--- src/rtl/sad_min_tracker.sv ---
// Motion-search SAD tracker: accumulates SAD for two candidates per pair and
// keeps the lowest SAD and its candidate index across the whole search.
module sad_min_tracker #(
  parameter int BLK_PIX   = 256,
  parameter int NUM_PAIRS = 8,
  parameter int SAD_W     = 16,
  parameter int IDX_W     = 8
) (
  input  logic             clk,
  input  logic             reset,
  input  logic             start,
  input  logic             pix_valid,
  input  logic [7:0]       c,
  input  logic [7:0]       p,
  input  logic [7:0]       p_prime,
  output logic             busy,
  output logic             done,
  output logic [SAD_W-1:0] best_sad,
  output logic [IDX_W-1:0] best_idx
);

  localparam int PIX_W  = (BLK_PIX > 1) ? $clog2(BLK_PIX) : 1;
  localparam int PAIR_W = (NUM_PAIRS > 1) ? $clog2(NUM_PAIRS) : 1;
  localparam logic [PIX_W-1:0]  PIX_LAST  = PIX_W'(BLK_PIX - 1);
  localparam logic [PAIR_W-1:0] PAIR_LAST = PAIR_W'(NUM_PAIRS - 1);

  // IDLE: wait for start | ACCUM: sum |c-p| | COMPARE: update best | DONE: pulse done
  typedef enum logic [1:0] {S_IDLE, S_ACCUM, S_COMPARE, S_DONE} state_t;

  state_t             state_q, state_d;
  logic [SAD_W-1:0]   sad0_q, sad0_d, sad1_q, sad1_d;
  logic [PIX_W-1:0]   pix_cnt_q, pix_cnt_d;
  logic [PAIR_W-1:0]  pair_cnt_q, pair_cnt_d;
  logic [SAD_W-1:0]   best_sad_q, best_sad_d;
  logic [IDX_W-1:0]   best_idx_q, best_idx_d;
  logic [SAD_W-1:0]   cmp_sad;
  logic [IDX_W-1:0]   cmp_idx;
  logic [IDX_W-1:0]   idx_even;

  function automatic logic [SAD_W-1:0] sat_add(input logic [SAD_W-1:0] acc,
                                                input logic [7:0] x,
                                                input logic [7:0] y);
    logic [8:0]     ad;
    logic [SAD_W:0] sum;
    ad  = (x >= y) ? ({1'b0, x} - {1'b0, y}) : ({1'b0, y} - {1'b0, x});
    sum = {1'b0, acc} + {{(SAD_W - 8){1'b0}}, ad};
    return sum[SAD_W] ? {SAD_W{1'b1}} : sum[SAD_W-1:0];
  endfunction

  assign idx_even = IDX_W'({pair_cnt_q, 1'b0});

  always_ff @(posedge clk) begin
    if (reset) begin
      state_q    <= S_IDLE;
      sad0_q     <= '0;
      sad1_q     <= '0;
      pix_cnt_q  <= '0;
      pair_cnt_q <= '0;
      best_sad_q <= '1;
      best_idx_q <= '0;
    end else begin
      state_q    <= state_d;
      sad0_q     <= sad0_d;
      sad1_q     <= sad1_d;
      pix_cnt_q  <= pix_cnt_d;
      pair_cnt_q <= pair_cnt_d;
      best_sad_q <= best_sad_d;
      best_idx_q <= best_idx_d;
    end
  end

  always_comb begin
    state_d    = state_q;
    sad0_d     = sad0_q;
    sad1_d     = sad1_q;
    pix_cnt_d  = pix_cnt_q;
    pair_cnt_d = pair_cnt_q;
    best_sad_d = best_sad_q;
    best_idx_d = best_idx_q;
    cmp_sad    = best_sad_q;
    cmp_idx    = best_idx_q;
    case (state_q)
      S_IDLE: begin
        if (start) begin
          state_d    = S_ACCUM;
          sad0_d     = '0;
          sad1_d     = '0;
          pix_cnt_d  = '0;
          pair_cnt_d = '0;
          best_sad_d = '1;
          best_idx_d = '0;
        end
      end
      S_ACCUM: begin
        if (pix_valid) begin
          sad0_d = sat_add(sad0_q, c, p);
          sad1_d = sat_add(sad1_q, c, p_prime);
          if (pix_cnt_q == PIX_LAST) begin
            pix_cnt_d = '0;
            state_d   = S_COMPARE;
          end else begin
            pix_cnt_d = pix_cnt_q + PIX_W'(1);
          end
        end
      end
      S_COMPARE: begin
        // Even candidate first so a tie with the odd one keeps the lower index
        if (sad0_q < cmp_sad) begin
          cmp_sad = sad0_q;
          cmp_idx = idx_even;
        end
        if (sad1_q < cmp_sad) begin
          cmp_sad = sad1_q;
          cmp_idx = idx_even | IDX_W'(1);
        end
        best_sad_d = cmp_sad;
        best_idx_d = cmp_idx;
        if (pair_cnt_q == PAIR_LAST) begin
          state_d = S_DONE;
        end else begin
          pair_cnt_d = pair_cnt_q + PAIR_W'(1);
          sad0_d     = '0;
          sad1_d     = '0;
          state_d    = S_ACCUM;
        end
      end
      S_DONE: state_d = S_IDLE;
      default: state_d = S_IDLE;
    endcase
  end

  assign busy     = (state_q != S_IDLE);
  assign done     = (state_q == S_DONE);
  assign best_sad = best_sad_q;
  assign best_idx = best_idx_q;

endmodule

--- config.mk ---
export PLATFORM = sky130hd
export DESIGN_NAME = sad_min_tracker
export DESIGN_NICKNAME = d
export VERILOG_FILES = /design/src/rtl/sad_min_tracker.sv
export SDC_FILE = /design/constraint.sdc
export NUM_CORES = 1
export LEC_CHECK = 0
export CORE_MARGIN = 2
export CORE_UTILIZATION = 40
export CTS_CLUSTER_DIAMETER = 50
export DETAILED_ROUTE_END_ITERATION = 7
export PLACE_DENSITY = 0.7
export SETUP_SLACK_MARGIN = 0.1
export SYNTH_ARGS = -nofsm -noshare
export SYNTH_HDL_FRONTEND = slang
export SYNTH_SLANG_ARGS = --single-unit
--- constraint.sdc ---
create_clock -name clk -period 5.1 [get_ports clk]
set_input_delay 0.765 -clock clk [delete_from_list [all_inputs] [get_ports clk]]
set_output_delay 0.765 -clock clk [all_outputs]
set_load 0.01 [all_outputs]
* Word level (Yosys, flattened, before mapping)
Cells that the tools add are included.
** Operators by class
- $lt $le $gt $ge :: 4
- $add $sub $neg :: 8
- Reduce and logical (&&, ||, !) cells :: 11
- Multiplexer cells :: 30
- Equal/unequal tests :: 10
** Operator list (number)
- two-way mux 16 bit :: 10
- case mux 16 bit (3 select lines) :: 2
- two-way mux 8 bit :: 5
- subtractor 8 x 8 -> 9 bit :: 4
- adder 16 x 9 -> 17 bit :: 2
- less-than comparator 16 bit :: 2
- case mux 16 bit (2 select lines) :: 1
- case mux 8 bit (2 select lines) :: 2
- two-way mux 9 bit :: 2
- greater-or-equal comparator 8 bit :: 2
- AND reduction 3 bit :: 4
- adder 8 x 1 -> 8 bit (second input constant) :: 1
- equality test 8 bit (second input constant) :: 1
- two-way mux 2 bit :: 4
- inequality test 2 bit (second input constant) :: 4
- case mux 2 bit (4 select lines) :: 1
- two-way mux 3 bit :: 2
- case mux 3 bit (2 select lines) :: 1
- nonzero test 2 bit :: 3
- equality test 2 bit (second input constant) :: 2
- AND reduction 4 bit :: 1
- adder 3 x 1 -> 3 bit (second input constant) :: 1
- equality test 3 bit (second input constant) :: 1
- inequality test 3 bit (second input constant) :: 1
- 4 further kinds :: 4
** Storage, ports and cells
- Output and inout port bits :: 26
- Word-level logic and storage cells :: 70
- Input bits :: 28
- Register bits :: 69

* Longest topological paths before layout
Gate-level depths: netlist of run 1.
- Depth in word-level cells :: 6
- Mapped depth :: 22
- Mapped depth without buffers :: 19

* Worst setup path before layout of run 1
Ideal clock, no wire load.
- Path type :: input to register
- From :: input c[1]
- To :: register sad0_q[10]
- Slack :: 0.439 ns
- Data required time :: 5.022 ns
- Buffers on the path :: 2
- Arrival :: 4.583 ns
- Library setup time :: 0.078 ns
- Cell stages on the path :: 20
- Cells stage by stage :: inv_1 -> ha_1 -> nor2b_1 -> o21ai_1 -> a21boi_0 -> o41ai_1 -> o21bai_1 -> clkbuf_1 -> mux2_1 -> inv_1 -> fa_1 -> nor2b_1 -> o21ai_1 -> a21oi_1 -> o221ai_1 -> a211o_1 -> or2_1 -> clkbuf_1 -> and4_1 -> nor3_1
** On the way
- Cells in the longest elaborated chain, start to end :: 6
- Elaborated cells between the ends (all ways) :: 8
- Classes of those cells :: 3 x add/sub; 1 x order compare; 4 x mux
** RTL lines
- start, declared :: RTL line 13 : input logic [7:0] c,
- subtractor 8 x 8 -> 9 bit or greater-or-equal comparator 8 bit (tied branches) :: RTL line 45 : ad = (x >= y) ? ({1'b0, x} - {1'b0, y}) : ({1'b0, y} - {1'b0, x});
- two-way mux 9 bit (*) :: RTL line 45
- adder 16 x 9 -> 17 bit (*) :: RTL line 46 : sum = {1'b0, acc} + {{(SAD_W - 8){1'b0}}, ad};
- two-way mux 16 bit (*) :: RTL line 47 : return sum[SAD_W] ? {SAD_W{1'b1}} : sum[SAD_W-1:0];
- two-way mux 16 bit (*) :: RTL line 95 : if (pix_valid) begin
- case mux 16 bit (3 select lines) (*) :: RTL line 82 : case (state_q)
- end signal, assigned :: RTL line 55 : sad0_q <= '0;
- end signal, assigned :: RTL line 63 : sad0_q <= sad0_d;
- end, declared :: RTL line 31 : logic [SAD_W-1:0] sad0_q, sad0_d, sad1_q, sad1_d;
Every way passes the cells marked *; elsewhere a longest branch is shown, timed or not. The select of a mux whose other input is x is not followed.
A chain may end at the register's enable or synchronous reset.

* Worst setup path after layout of run 1
- From :: input c[3]
- To :: register sad1_q[7]
** On the way
- Cells in the longest elaborated chain, start to end :: 6
- Elaborated cells between the ends (all ways) :: 8
- Classes of those cells :: 3 x add/sub; 1 x order compare; 4 x mux
** RTL lines
- subtractor 8 x 8 -> 9 bit or greater-or-equal comparator 8 bit (tied branches) :: RTL line 45
- two-way mux 9 bit (*) :: RTL line 45
- adder 16 x 9 -> 17 bit (*) :: RTL line 46
- two-way mux 16 bit (*) :: RTL line 47
- two-way mux 16 bit (*) :: RTL line 95
- case mux 16 bit (3 select lines) (*) :: RTL line 82
- end signal, assigned :: RTL line 56 : sad1_q <= '0;
- end signal, assigned :: RTL line 64 : sad1_q <= sad1_d;
- end, declared :: RTL line 31
Marks and branches as above.

==> results of run 1 <==
-- state kept, by name (all words and copies together) (netlist names) --
register and flops:
pix_cnt_q 8, state_q 2, best_sad 16, sad1_q 16
best_idx 4, pair_cnt_q 3, sad0_q 16
-- through the flow --
step,area (um^2),hold slack [ns]
after detailed placement,6880,0.435
after floorplan,6080,0.458
final,7280,0.441
after global placement,6880,0.431
after global routing,7280,0.468
after CTS,7200,0.443
-- layout make-up --
| class | count | area, um^2 |
|---|---|---|
| inverter | 89 | 334 |
| fill | 1430 | 7750 |
| clock inverter | 3 | 65.1 |
| tap | 188 | 235 |
| clock buffer | 12 | 246 |
| timing repair buffer | 82 | 737 |
| sequential | 65 | 1300 |
| multi-input combinational | 573 | 4360 |
-- how the worst min path moves through the flow --
| stage | endpoint | slack, ns | cells after the start |
|---|---|---|---|
| detailed placement | best_idx[2]$_SDFFE_PP0P_ | 0.43 | 2 |
| global placement | best_idx[1]$_SDFFE_PP0P_ | 0.43 | 2 |
| global route | best_idx[2]$_SDFFE_PP0P_ | 0.47 | 2 |
| CTS | best_idx[2]$_SDFFE_PP0P_ | 0.44 | 2 |
| finish | best_idx[2]$_SDFFE_PP0P_ | 0.44 | 2 |
| floorplan | best_idx[2]$_SDFFE_PP0P_ | 0.46 | 1 |
-- cells by family after synthesis --
logic type,Yosys count
multiplexers,41
adder cells (fa/ha/maj),89
buffers and inverters,123
flip-flops,65
XOR/XNOR,22
AO/OA/AOI/OAI,237
AND/OR/NAND/NOR,180
other,1
-- critical path, cell delays in order --
cell and delay, ns:
clkdlybuf4s50_1 0.53, inv_1 0.10, ha_1 0.34, nand2_1 0.11, o31a_1 0.31, a21boi_1 0.15, buf_4 0.16, a32oi_1 0.26
and2_1 0.17, o2111a_1 0.17, nor2_1 0.05, xor2_1 0.17, ha_1 0.31, o21ai_0 0.09, nand2b_1 0.11, nand2_1 0.09
a21oi_2 0.04, o21a_1 0.21, o211ai_1 0.41, clkdlybuf4s15_2 0.32, a311oi_1 0.10
-- synthesized netlist by cell type, drive strengths merged (3+ instances only) --
cell / instances
nor2b: 11
a21boi: 4
o21a: 9
o211ai: 5
a31o: 5
o32a: 7
mux2: 4
o221ai: 4
a311oi: 14
fa: 6
and3: 6
nor2: 46
clkbuf: 24
a211oi: 9
nand4: 8
a21o: 29
a41oi: 3
buf: 10
a22oi: 5
nand3: 15
and2: 7
a41o: 3
o2bb2ai: 4
or3: 4
o21ai: 41
nand2: 33
or2: 5
and4: 4
inv: 89
ha: 83
a21oi: 63
mux2i: 37
nand2b: 11
o21bai: 7
nor3: 25
xor2: 9
a31oi: 7
dfxtp: 65
xnor2: 13
-- what timing repair did --
item / CTS / global route
resized for setup: 2 / 14
gates cloned: 0 / 1
setup endpoints to repair: 15 / 31
pin swaps: 0 / 2
-- metal layers --
layer | GRT usage | part of all wire
met1 | 0.256 | 0.45
met2 | 0.336 | 0.48
met3 | 0.0335 | 0.051
met4 | 0.0653 | 0.019
met5 | 0 | 0
-- report_power, final --
group | switching [mW] | internal [mW] | total, mW
Combinational | 0.315 | 0.262 | 0.578
Sequential | 0.0139 | 0.518 | 0.532
Clock | 0.225 | 0.438 | 0.663
==> impl_metrics.py, run 1 <==
metrics = {
    "outcome": {
        "outcome": "finished, final reports clean",
    },
    "sta": {
        "slew_viol_final": 0,
        "setup-tns-final_ns": 0,
        "setup_viol": 0,
        "slew_headroom": 0.372,
        "final.min_clock_period_ns": 4.78,
        "tightest_slew_ns": 0.943,
        "final.setup_skew_ns": 0.00882,
        "fin_crit_sh": 0.938,
        "timing.fmax_mhz": 209,
        "rsz0062_at_grt": "true",
        "finalHoldViolations": 0,
        "fin_ws_ns": 0.316,
    },
    "yosys": {
        "synth.cell_area_um2": 6070,
        "synth_ff_type": "dfxtp_1",
        "synth_area_leader_cell": "dfxtp_1",
        "synthXorXnorAreaFrac": 0.0317,
        "synth_compound_area_frac": 0.266,
        "synth_seq_cells": 65,
        "post_synth.cell_area_avg_um2": 8.01,
        "synth_top_family_by_area": "compound AO/OA/AOI/OAI gates",
        "synthMuxAreaShare": 0.0684,
        "ys_types": 66,
        "synth-seq-area-share": 0.214,
        "ys_warn_count": 0,
        "synthSimpleGateAreaFrac": 0.147,
        "synth_fa_ha_area_frac": 0.191,
        "async_flop_share": 0,
        "synth_area_leaders": "dfxtp_1 21%, ha_1 17%, mux2i_1 6.1%, inv_1 5.4%, a21oi_1 5.2%",
        "syn_inst": 758,
        "yosysTopAreaCellShare": 0.214,
        "synth-edff-count": 0,
    },
    "placement": {
        "portBuffers": 49,
        "dp.cells": 996,
        "dp_slack_ns": -0.404,
        "gp_congestion": 0.926,
        "dp_hpwl_mm": 12.3,
    },
    "clocking": {
        "post_cts_buffers": 0,
        "clk_pin_slew_worst_paths_ns": 0.05,
        "cts_buffer_depth": 2,
        "cts.sinks": 65,
        "clock_latency_ns": 0.34,
        "cts-buffers-inserted": 9,
        "cts_tree": "done",
        "cts_hold_repair.buffers": 0,
        "cts-root-buf": "clkbuf_16",
        "htree_levels": 3,
    },
    "global_routing": {
        "grt_overflow_total": 0,
        "grtUsageTotal": 0.198,
        "grt_max_degree": 43,
        "antenna_found_initial": 0,
        "grt_first_pass_wirelength_mm": 26.2,
        "first_global_vias": 5453,
    },
    "cells_and_area": {
        "final_cell_mix": "88 x inv_1, 82 x ha_1, 65 x dfxtp_1",
        "diodes": 0,
        "area_growth_pct": 19.9,
        "finish.utilization": 0.484,
        "fin_nets": 937,
        "drive_gt1_frac": 0.0777,
        "layout_commonest_cell": "inv_1",
        "final_cells": 1012,
    },
    "floorplan": {
        "core_um2": 15000,
        "start_util": 0.404,
        "pin_count": 54,
        "row_count": 45,
        "die_h_um": 127,
        "die_x_um": 127,
        "die-area_um2": 16200,
    },
    "flow_run": {
        "maxCapViolations": 0,
    },
    "routing": {
        "drt_pre_antenna_iters": 5,
        "drc": 0,
        "vias": 5747,
        "viasPerCell": 5.68,
        "wire_per_inst_um": 15.8,
        "ant_nets": 0,
        "drt_iter0_drc": 400,
        "routed_wl_mm": 16.0,
    },
    "pwr": {
        "powerDensity_nw_per_um2": 243,
        "vdd_drop_max_uv": 165,
        "leakage_nw": 3.31,
        "total_power_mw": 1.77,
    },
    "worst_setup_path": {
        "reg2reg_slack_ns": 0.55,
        "cp-end-kind": "flip-flop",
        "path_max_fanout": 6,
        "startpoint_type": "primary input",
        "crit_end": "sad1_q[7]$_SDFFE_PP0P_",
        "cp-startpoint": "c[3]",
        "reg2reg_depth": 17,
        "cp.required_ns": 5.29,
        "critical_path_class": "primary input to flip-flop",
        "r2r_end": "best_idx[1]$_SDFFE_PP0P_",
        "r2r-start": "best_sad[1]$_SDFFE_PP1P_",
        "crit_arrival_ns": 4.98,
    },
    "min_path": {
        "hold_class": "flip-flop to flip-flop",
        "hold_start": "best_idx[2]$_SDFFE_PP0P_",
    },
}
Note: power is estimated with default switching activity, not from simulation.
==> run 2, diff against run 1 <==
Settings changed: CORE_UTILIZATION 40 to 35, GPL_ROUTABILITY_DRIVEN set to 0, PLACE_DENSITY 0.7 to 0.64.
==> run 2 against run 1 <==
Against the previous run: clock skew shrank 0.0015 ns; global-route usage shrank 2.3 points; first-iteration DRC count shrank 32%; hold slack lost 0.0018 ns; non-clock buffer count grew 18; sequential cell count is the same.
==> impl_metrics.py, run 2 (synthesis results as in run 1) <==
metrics = {
    "outcome": {
        "outcome": "finished, final reports clean",
    },
    "pwr": {
        "powerDensity_nw_per_um2": 241,
        "leakage_nw": 3.38,
        "vdd_drop_max_uv": 135,
        "total_power_mw": 1.79,
    },
    "routing": {
        "ant_nets": 0,
        "drc": 0,
        "drt_iter0_drc": 271,
        "routed_wl_mm": 15.7,
        "vias": 5638,
        "viasPerCell": 5.28,
        "drt_pre_antenna_iters": 7,
        "wire_per_inst_um": 14.7,
    },
    "clocking": {
        "cts_buffer_depth": 2,
        "cts.sinks": 65,
        "cts-root-buf": "clkbuf_16",
        "cts_tree": "done",
        "cts-buffers-inserted": 9,
        "cts_hold_repair.buffers": 0,
        "clock_latency_ns": 0.34,
        "clk_pin_slew_worst_paths_ns": 0.06,
        "htree_levels": 3,
    },
    "worst_setup_path": {
        "critical_path_class": "primary input to flip-flop",
        "crit_arrival_ns": 4.93,
        "cp.required_ns": 5.29,
        "reg2reg_slack_ns": 0.73,
        "path_max_fanout": 9,
        "cp-end-kind": "flip-flop",
        "startpoint_type": "primary input",
    },
    "sta": {
        "rsz0062_at_grt": "true",
        "slew_headroom": 0.399,
        "finalHoldViolations": 0,
        "slew_viol_final": 0,
        "final.min_clock_period_ns": 4.74,
        "tightest_slew_ns": 0.901,
        "fin_crit_sh": 0.930,
        "final.setup_skew_ns": 0.00730,
        "setup_viol": 0,
        "timing.fmax_mhz": 211,
    },
    "min_path": {
        "hold_class": "flip-flop to flip-flop",
    },
    "floorplan": {
        "die_x_um": 136,
        "core_um2": 17100,
        "die_h_um": 136,
        "die-area_um2": 18400,
        "pin_count": 54,
        "row_count": 48,
        "start_util": 0.355,
    },
    "cells_and_area": {
        "fin_nets": 955,
        "drive_gt1_frac": 0.0961,
        "final_cell_mix": "88 x inv_1, 83 x ha_1, 65 x dfxtp_1",
        "diodes": 0,
        "finish.utilization": 0.434,
        "area_growth_pct": 22.2,
        "final_area_um2": 7420,
        "layout_commonest_cell": "inv_1",
    },
    "global_routing": {
        "antenna_found_initial": 0,
        "grt_first_pass_wirelength_mm": 25.9,
        "grtUsageTotal": 0.175,
        "grt_max_degree": 43,
        "grt_overflow_total": 0,
        "first_global_vias": 5418,
    },
    "placement": {
        "portBuffers": 49,
        "dp_hpwl_mm": 12.4,
        "post_dp_cell_area_um2": 7070,
    },
    "flow_run": {
        "maxCapViolations": 0,
    },
}
-- run 2: metal layers --
metal	part of all wire	vias to the layer above	routed length (um)	GRT usage
met4	0.016	0	257	0.0521
met2	0.47	106	7350	0.299
met1	0.47	2608	7390	0.221
met5	0	-	0	0
met3	0.045	17	710	0.0370
li1	-	2907	-	-
-- run 2: path summary, 6_finish.rpt --
check                                          startpoint                       end  depth (start not counted)
worst max-delay path                                 c[1]    sad1_q[7]$_SDFFE_PP0P_                         19
worst min-delay path             best_idx[3]$_SDFFE_PP0P_  best_idx[3]$_SDFFE_PP0P_                          2
worst max register to register  best_sad[15]$_SDFFE_PP1P_  best_idx[3]$_SDFFE_PP0P_                         19
worst min register to register   best_idx[3]$_SDFFE_PP0P_  best_idx[3]$_SDFFE_PP0P_                          2
-- run 2: stage by stage --
stage | instances | setup TNS [ns] | setup slack [ns] | hold WS [ns]
global route | 1068 | 0 | 0.0850 | 0.461
floorplan | 761 | 0 | 0.439 | 0.458
detailed placement | 1052 | -0.0378 | -0.0378 | 0.435
CTS | 1068 | 0 | 0.292 | 0.445
global placement | 1052 | 0 | 0.0678 | 0.432
finish | 1068 | 0 | 0.357 | 0.439
-- run 2: final cells by class --
| cell class | instances | area (um^2) |
|---|---|---|
| fillers | 1772 | 9690 |
| clock inverters | 7 | 95.1 |
| well taps | 225 | 282 |
| flip-flops and latches | 65 | 1300 |
| multi-input cells | 573 | 4320 |
| repair buffers | 100 | 868 |
| clock buffers | 9 | 225 |
| inverters | 89 | 334 |
-- run 2: where the power goes --
group / internal [mW] / switching [mW]
registers: 0.518 / 0.0133
logic: 0.279 / 0.316
clock network: 0.426 / 0.240
total: 1.22 / 0.569
-- run 2: timing repair --
action | CTS | global route
setup endpoints to repair | 0 | 25
setup buffers | 0 | 0
gates resized for setup | 0 | 8
-- run 2: critical path: stages --
cell and delay (ns):
clkdlybuf4s50_1 0.49, inv_1 0.09, ha_1 0.29, nor2b_1 0.16
o31ai_1 0.09, buf_4 0.14, a211o_1 0.26, buf_4 0.16
and3_1 0.16, o21ai_0 0.23, o211a_1 0.22, nor2_1 0.04
a2111oi_0 0.55, buf_4 0.22, ha_1 0.23, o21a_1 0.13
o211ai_1 0.35, buf_4 0.25, a311oi_1 0.10
